**src/rtl/dbus_pkg.sv**
```systemverilog
// Shared types and default widths for the data-side bus bridge.
package dbus_pkg;

  localparam int DBUS_AW = 32;
  localparam int DBUS_DW = 32;

  typedef enum logic [1:0] {
    IDLE    = 2'd0,
    RD_REQ  = 2'd1,
    RD_WAIT = 2'd2,
    RD_DONE = 2'd3
  } dbus_state_e;

endpackage

```
**src/rtl/sync_fifo.sv**
```systemverilog
// Synchronous FIFO with occupancy count; the bridge uses it to post stores.
module sync_fifo #(
  parameter int WIDTH = 8,
  parameter int DEPTH = 4,
  localparam int PW = $clog2(DEPTH),
  localparam int CW = PW + 1
) (
  input  logic             clk_i,
  input  logic             reset_i,
  input  logic             push_i,
  input  logic             pop_i,
  input  logic [WIDTH-1:0] data_i,
  output logic [WIDTH-1:0] data_o,
  output logic             full_o,
  output logic             empty_o,
  output logic [CW-1:0]    count_o
);

  logic [WIDTH-1:0] mem_q [DEPTH];
  logic [PW-1:0]    wrPtr_q;
  logic [PW-1:0]    rdPtr_q;
  logic [CW-1:0]    count_q;
  logic             pushEn;
  logic             popEn;

  // A push while full is refused even if a pop frees a slot in the same cycle.
  assign full_o  = (count_q == CW'(DEPTH));
  assign empty_o = (count_q == '0);
  assign pushEn  = push_i && !full_o;
  assign popEn   = pop_i && !empty_o;
  assign data_o  = mem_q[rdPtr_q];
  assign count_o = count_q;

  always_ff @(posedge clk_i) begin
    if (reset_i) begin
      wrPtr_q <= '0;
      rdPtr_q <= '0;
      count_q <= '0;
    end else begin
      if (pushEn) wrPtr_q <= wrPtr_q + PW'(1);
      if (popEn)  rdPtr_q <= rdPtr_q + PW'(1);
      if (pushEn && !popEn)      count_q <= count_q + CW'(1);
      else if (popEn && !pushEn) count_q <= count_q - CW'(1);
    end
  end

  always_ff @(posedge clk_i) begin
    if (pushEn) mem_q[wrPtr_q] <= data_i;
  end

endmodule

```
**src/rtl/dbus_bridge.sv**
```systemverilog
// Turns the core's combinational load/store port into a valid/ready memory bus,
// posting stores through a write buffer and stalling the core on loads.
module dbus_bridge
  import dbus_pkg::*;
#(
  parameter int AW = DBUS_AW,
  parameter int DW = DBUS_DW,
  parameter int WB_DEPTH = 4,
  localparam int CW = $clog2(WB_DEPTH) + 1
) (
  input  logic          clk,
  input  logic          reset,
  input  logic          cpu_memread,
  input  logic          cpu_memwrite,
  input  logic [AW-1:0] cpu_addr,
  input  logic [DW-1:0] cpu_wdata,
  output logic [DW-1:0] cpu_rdata,
  output logic          cpu_stall,
  output logic          mem_req_valid,
  input  logic          mem_req_ready,
  output logic          mem_req_we,
  output logic [AW-1:0] mem_req_addr,
  output logic [DW-1:0] mem_req_wdata,
  input  logic          mem_rsp_valid,
  input  logic [DW-1:0] mem_rsp_rdata,
  output logic [CW-1:0] wb_count
);

  dbus_state_e      state_q;
  logic [DW-1:0]    rdata_q;
  logic [AW+DW-1:0] fifoIn;
  logic [AW+DW-1:0] fifoHead;
  logic [AW-1:0]    headAddr;
  logic [DW-1:0]    headData;
  logic             fifoFull;
  logic             fifoEmpty;
  logic             fifoPush;
  logic             fifoPop;
  logic [CW-1:0]    fifoCount;
  logic             storeReq;
  logic             drainValid;

  // A simultaneous load and store is illegal; the load wins.
  assign storeReq   = cpu_memwrite && !cpu_memread;
  assign fifoIn     = {cpu_addr, cpu_wdata};
  assign headAddr   = fifoHead[AW+DW-1:DW];
  assign headData   = fifoHead[DW-1:0];
  assign drainValid = (state_q == IDLE) && !fifoEmpty;

  always_comb begin
    cpu_stall = 1'b0;
    case (state_q)
      IDLE:            cpu_stall = cpu_memread || (storeReq && fifoFull);
      RD_REQ, RD_WAIT: cpu_stall = 1'b1;
      RD_DONE:         cpu_stall = storeReq && fifoFull;
      default:         cpu_stall = 1'b0;
    endcase
  end

  // A store is enqueued exactly in the cycle its stall drops.
  assign fifoPush = storeReq && !cpu_stall;
  assign fifoPop  = drainValid && mem_req_ready;

  // The drained head is stable until accepted, and the read address comes
  // from the core, which is held by the stall while RD_REQ waits.
  assign mem_req_valid = drainValid || (state_q == RD_REQ);
  assign mem_req_we    = drainValid;
  assign mem_req_addr  = drainValid ? headAddr : cpu_addr;
  assign mem_req_wdata = headData;

  assign cpu_rdata = rdata_q;
  assign wb_count  = fifoCount;

  sync_fifo #(
    .WIDTH(AW + DW),
    .DEPTH(WB_DEPTH)
  ) u_wbuf (
    .clk_i  (clk),
    .reset_i(reset),
    .push_i (fifoPush),
    .pop_i  (fifoPop),
    .data_i (fifoIn),
    .data_o (fifoHead),
    .full_o (fifoFull),
    .empty_o(fifoEmpty),
    .count_o(fifoCount)
  );

  // Reads only issue once the buffer is empty, so loads never bypass stores.
  always_ff @(posedge clk) begin
    if (reset) begin
      state_q <= IDLE;
      rdata_q <= '0;
    end else begin
      case (state_q)
        IDLE: begin
          if (cpu_memread && (fifoEmpty || (fifoCount == CW'(1) && fifoPop)))
            state_q <= RD_REQ;
        end
        RD_REQ: begin
          if (mem_req_ready) state_q <= RD_WAIT;
        end
        RD_WAIT: begin
          if (mem_rsp_valid) begin
            rdata_q <= mem_rsp_rdata;
            state_q <= RD_DONE;
          end
        end
        RD_DONE: state_q <= IDLE;
        default: state_q <= IDLE;
      endcase
    end
  end

endmodule

```
**config.mk**
```make
export PLATFORM = sky130hd
export DESIGN_NAME = dbus_bridge
export DESIGN_NICKNAME = d
export VERILOG_FILES = /design/src/rtl/dbus_pkg.sv /design/src/rtl/sync_fifo.sv /design/src/rtl/dbus_bridge.sv
export SDC_FILE = /design/constraint.sdc
export NUM_CORES = 1
export LEC_CHECK = 0
export CAP_MARGIN = 40
export CELL_PAD_IN_SITES_DETAIL_PLACEMENT = 0
export CELL_PAD_IN_SITES_GLOBAL_PLACEMENT = 1
export CORE_MARGIN = 1.5
export CORE_UTILIZATION = 40
export CTS_CLUSTER_SIZE = 14
export DETAILED_ROUTE_END_ITERATION = 8
export PLACE_DENSITY = 0.82
export RECOVER_POWER = 100
export SETUP_SLACK_MARGIN = 0.2
export SLEW_MARGIN = 30
export SYNTH_ARGS = -nofsm -noshare
export SYNTH_HDL_FRONTEND = slang
export SYNTH_SLANG_ARGS = --single-unit
```
**constraint.sdc**
```tcl
create_clock -name clk -period 3 [get_ports clk]
set_input_delay 0.6 -clock clk [delete_from_list [all_inputs] [get_ports clk]]
set_output_delay 0.6 -clock clk [all_outputs]
set_load 0.02 [all_outputs]
```
Word-level counts from Yosys, hierarchy flattened
Memory sizes are Yosys's and may differ from the RTL's. A register that Yosys moved wholly into a read port is not among the register bits. Index checks and enable logic that the tools add are counted.

Output and inout port bits: 102. Flip-flop bits (word level): 41. Word-level logic and storage cells: 56. Memories: 1. Memory bits (writable): 256. Input port bits: 102.

Add/subtract/negate cells: 4. Reductions and logical operators: 26. Equal/unequal tests: 8. Muxes and demuxes: 12.

Memories: u_wbuf.mem_q (depth 4, bits a word 64, read ports 1, clocked after Yosys merged registers in 1, write ports 1, RTL line sync_fifo.sv:19) `logic [WIDTH-1:0] mem_q [DEPTH];`.

Operator list (count): 32-bit 2-to-1 mux (1); 1-bit logical AND (11); 2-bit 2-to-1 mux (5); 2-bit case mux with 4 select lines (1); 1-bit logical NOT (6); 3-bit 2-to-1 mux (2); 2-bit by 1-bit adder with 2-bit output, second input constant (2); 2-bit == test, second input constant (2); 2-bit != test, second input constant (2); 3-bit by 1-bit adder with 3-bit output, second input constant (1); 3-bit by 1-bit == test with 1-bit output, second input constant (1); 3-bit == test, second input constant (1); 3-bit logical NOT (1); 1-bit logical OR (3); 1-bit case mux with 3 select lines (1); 3-bit AND reduction (1); 3-bit by 1-bit subtractor with 3-bit output, second input constant (1); 2-bit by 1-bit == test with 1-bit output, second input constant (1); 2-bit logical NOT (1); 1-bit 2-to-1 mux (2); 2-bit by 1-bit != test with 1-bit output, second input constant (1); 2-bit AND reduction (1); 2-bit nonzero test (1); 2-bit OR reduction (1).

Logic depth before layout (Yosys ltp)
Depth after elaboration: 12. Gate-level depth with buffers: 10. Gate-level depth less buffers: 9.

Modules after synthesis
A second synthesis with hierarchy kept.

Cell total of the unflattened synthesis: 657. Area, all modules: 11512.3 um2.

By module, submodules not included: sync_fifo (seq. area each 7867.5 um2, cells each 382, times used 1, area an instance 9778.1 um2); dbus_bridge (seq. area each 680.7 um2, cells each 275, times used 1, area an instance 1734.2 um2).

Least setup slack after synthesis
Ideal clock, no wire load.

Path kind: flip-flop to flip-flop. Start point: register u_wbuf.count_q[0], in the netlist u_wbuf.count_o[0]. End point: memory u_wbuf.mem_q[1][0] in the netlist's numbering, enable pin. Library setup time: 0.429 ns. Path buffers: 1. Data required time: 2.571 ns. Slack: -0.277 ns. Period minus slack after synthesis: 3.277 ns. Arrival: 2.848 ns. Stages on the path, launching flop included: 7. Cells stage by stage: dfxtp_1 -> inv_1 -> ha_1 -> nand2_1 -> and4_1 -> clkbuf_1 -> and2_1.

Cells in the longest elaborated chain, start to end: 9. Elaborated cells on any way between the ends: 10. Classes of those cells: 1 x eq/ne; 3 x mux; 6 x reduce/logical.

RTL lines: start: declaration (RTL line sync_fifo.sv:22) `logic [CW-1:0] count_q;`; start signal: assignment (RTL line sync_fifo.sv:42) `if (pushEn && !popEn) count_q <= count_q + CW'(1);`; start signal: assignment (RTL line sync_fifo.sv:43) `else if (popEn && !pushEn) count_q <= count_q - CW'(1);`; 3-bit == test (*) (RTL line sync_fifo.sv:27) `assign full_o = (count_q == CW'(DEPTH));`; 1-bit logical AND (RTL line dbus_bridge.sv:53, dbus_bridge.sv:55); 1-bit logical OR (RTL line dbus_bridge.sv:53) `IDLE: cpu_stall = cpu_memread || (storeReq && fifoFull);`; 1-bit case mux with 3 select lines (RTL line dbus_bridge.sv:52) `case (state_q)`; 1-bit logical NOT (RTL line dbus_bridge.sv:61) `assign fifoPush = storeReq && !cpu_stall;`; 1-bit logical AND (RTL line dbus_bridge.sv:61); 1-bit logical AND (*) (RTL line sync_fifo.sv:29) `assign pushEn = push_i && !full_o;`; net u_wbuf.pushEn (RTL line sync_fifo.sv:23) `logic pushEn;`; 1-bit 2-to-1 mux (*) (RTL line sync_fifo.sv:48) `if (pushEn) mem_q[wrPtr_q] <= data_i;`; 1-bit 2-to-1 mux (not written as such) (*) (RTL line sync_fifo.sv:48); end: declaration (RTL line sync_fifo.sv:19).

Mark *: on every way through the listed nets, which the timed path passes. The rest lies on a longest branch.

==> flow_summary.json <==
{
  "grt_antenna_before_repair": 3,
  "nets": 956,
  "port_buffers": 203,
  "finalHoldViolations": 0,
  "wl_mm": 23.6,
  "regArea_um2": 8560,
  "fin_crit_ps": 2860,
  "multi_input_area_um2": 2730,
  "hold_start": "cpu_rdata[4]",
  "r2r_start": "state_q[0]",
  "setup_viol": 0,
  "hold_path_end": "cpu_rdata[4]",
  "core_area_um2": 27900,
  "synth_cells": 591,
  "met1_length_mm": 10.0,
  "cp-end-kind": "output pin",
  "dieHeight_um": 172,
  "yosysSeqAreaShare_pct": 74.7,
  "syn_nets": 707,
  "cts_hold_buf": 0,
  "rsz0062_at_grt": "true",
  "ys_top_cells_by_area": "edfxtp_1, mux4_2, dfxtp_1",
  "clock_path_buffers": 3,
  "cp_slowest_cell": "mux4_1",
  "cpPeakStageDelay_ps": 600,
  "critical_path_arrival_ps": 2260,
  "grt_use_total_pct": 15.8,
  "gp_congestion": 0.690,
  "fp.dieArea_um2": 29600,
  "ys_warn_count": 0,
  "tns_ps": 0,
  "cts_tree": "yes",
  "drt-pass1-iter-count": 6,
  "power_mw": 12.6,
  "ant_nets": 0,
  "cp_data_required_time_ps": 2400,
  "via_per_inst": 4.94,
  "clockRootBuffer": "clkbuf_16",
  "numCtsBuffers": 31,
  "maxCapViolCount": 0,
  "yosysUniqueCellTypes": 31,
  "chipWidth_um": 172,
  "r2r_end": "u_wbuf.mem_q[2][14]",
  "area_delta_synth_final_pct": 31.5,
  "hold_class": "register to register",
  "wl_per_cell_um": 19.0,
  "io_pins": 204,
  "cts_num_sinks": 299,
  "drt_iter0_markers": 347,
  "yosysTopAreaCellShare_pct": 67.2,
  "crit_fanout": 7,
  "placementRows": 61,
  "grt_pass1_wl_mm": 35.6,
  "dp_hpwl_mm": 14.5,
  "p_per_area_nw_per_um2": 838,
  "post_route_cells_drive_above_1_share_pct": 23.6,
  "timing.fmax_ghz": 0.349,
  "ys_ff_latch": 299,
  "crit_chain": "buf_12, mux4_1, mux2_2, clkdlybuf4s15_1",
  "relSlewSlack_pct": 8.41,
  "ir_drop_mv": 0.435,
  "worst-path-buf-inv": 2,
  "skew_ps": 14.7,
  "routed-wl-met2_mm": 11.1,
  "insertion_delay_ps": 540,
  "drc": 0,
  "rr_worst_depth": 6,
  "clk_pin_slew_ps": 60,
  "fillers": 2313,
  "htreeDepth": 1,
  "grt_pass1_vias": 6351,
  "netlist_area_um2": 11400,
  "gr-total-overflow": 0,
  "rrSetupSlack_ps": 270,
  "vias": 6122,
  "start_kind": "register",
  "final_util_pct": 53.9,
  "synth_top_cell_by_area": "edfxtp_1",
  "finalMaxSlewViolations": 0,
  "worst_pin_slew_ps": 1370,
  "crit_type": "register to output pin",
  "status": "complete, no violations",
  "grt_max_degree": 43,
  "critPathTopFamily": "multiplexers",
  "wl_met3_mm": 2.06,
  "syn_avg_cell_area_um2": 19.4,
  "whs_path_depth": 2,
  "leakagePower_nw": 5.09,
  "fin_crit_sh_pct": 95.5,
  "start_util_pct": 41.0,
  "maxUsedRoutingLayer": "met5"
}
## cell usage in the layout, fill, tap and decap left out, types with 11 or more instances in the layout
cell type / netlist / final
dfxtp_1: 43 / 39
a21oi_1: 37 / 37
buf_4: 3 / 14
edfxtp_1: 256 / 256
ha_1: 14 / 12
clkdlybuf4s50_1: 0 / 37
clkbuf_2: 0 / 13
nand2_1: 67 / 66
clkbuf_16: 0 / 33
dlygate4sd2_1: 0 / 11
mux2_2: 32 / 27
dlygate4sd3_1: 0 / 99
mux4_2: 60 / 61
clkbuf_1: 15 / 43
## cells by family after synthesis
| group | Yosys count | synth area share, % |
|---|---|---|
| AND/OR/NAND/NOR | 91 | 3.29 |
| multiplexers | 99 | 16.1 |
| XOR/XNOR | 5 | 0.383 |
| AO/OA/AOI/OAI | 43 | 2.00 |
| flip-flops | 299 | 74.7 |
| adder cells (fa/ha/maj) | 14 | 1.53 |
| buffers and inverters | 40 | 1.95 |
## cell usage after synthesis (all sizes together)
master	n
edfxtp	256
nand2	67
mux4	64
dfxtp	43
a21oi	37
mux2	32
buf	15
clkbuf	15
ha	14
inv	10
nor2	10
and2	5
nand2b	4
xor2	4
mux2i	3
o21ai	2
a31oi	1
and4	1
nand3	1
nand4	1
nor3	1
o221a	1
o22a	1
o31ai	1
or3	1
xnor2	1
## per-layer routing
layer / track usage, % / vias up
met4: 3.63 / 4
met2: 26.4 / 215
met1: 20.0 / 3041
li1: - / 2827
met5: 0 / -
met3: 5.17 / 35
## per-stage QoR
stage                     hold slack [ps]  area, um^2  instances  worst slack [ps]
after global placement                441       14100       1167               287
final                                 449       15000       1240               135
after detailed placement              446       14100       1167               276
after global routing                  472       15000       1240              46.1
after floorplan                       482       11400        591               415
after CTS                             454       15200       1230              72.4
## sequential cells by signal (all words and copies together), names as in the netlist, named ones only
signal          cells
u_wbuf.count_o      3
u_wbuf.rdPtr_q      2
u_wbuf.mem_q      256
u_wbuf.wrPtr_q      2
cpu_rdata          32
state_q             2
## worst max path at each step
stage               cells past startpoint            endpoint  slack [ps]              start
floorplan                               6  u_wbuf.mem_q[0][0]         420  u_wbuf.count_o[0]
global placement                        4   mem_req_wdata[22]         290           register
detailed placement                      4    mem_req_addr[28]         280           register
CTS                                     5    mem_req_addr[24]          70           register
global route                            5    mem_req_addr[26]          50           register
finish                                  4     mem_req_addr[2]         140           register
## tightest hold or removal path, cell delays in order, from the launching register on
cell and delay [ps]:
dfxtp_1 300, nand2_1 50, a21oi_1 50
## report_power, final
part / internal (mW) / leakage [nW] / switching [mW]
Sequential: 4.86 / 2.67 / 0.109
Combinational: 1.99 / 1.95 / 2.06
Clock: 2.14 / 0.474 / 1.45
## final cells by class
type | instances | area share (%)
tap | 378 | 3.14
clock buffer | 36 | 5.28
clock inverter | 18 | 1.11
timing repair buffer | 246 | 15.2
inverter | 10 | 0.249
multi-input combinational | 252 | 18.2
sequential | 299 | 56.9
antenna | 1 | 0.0166
## repair_timing
item / CTS / global route
pin swaps: 1 / 0
setup endpoints to repair: 67 / 49
gates cloned: 2 / 2
resized for setup: 190 / 77
buffers inserted: 7 / 7
endpoints found under the hold margin: 0 / 0
Power figures use the tool's default switching activity.
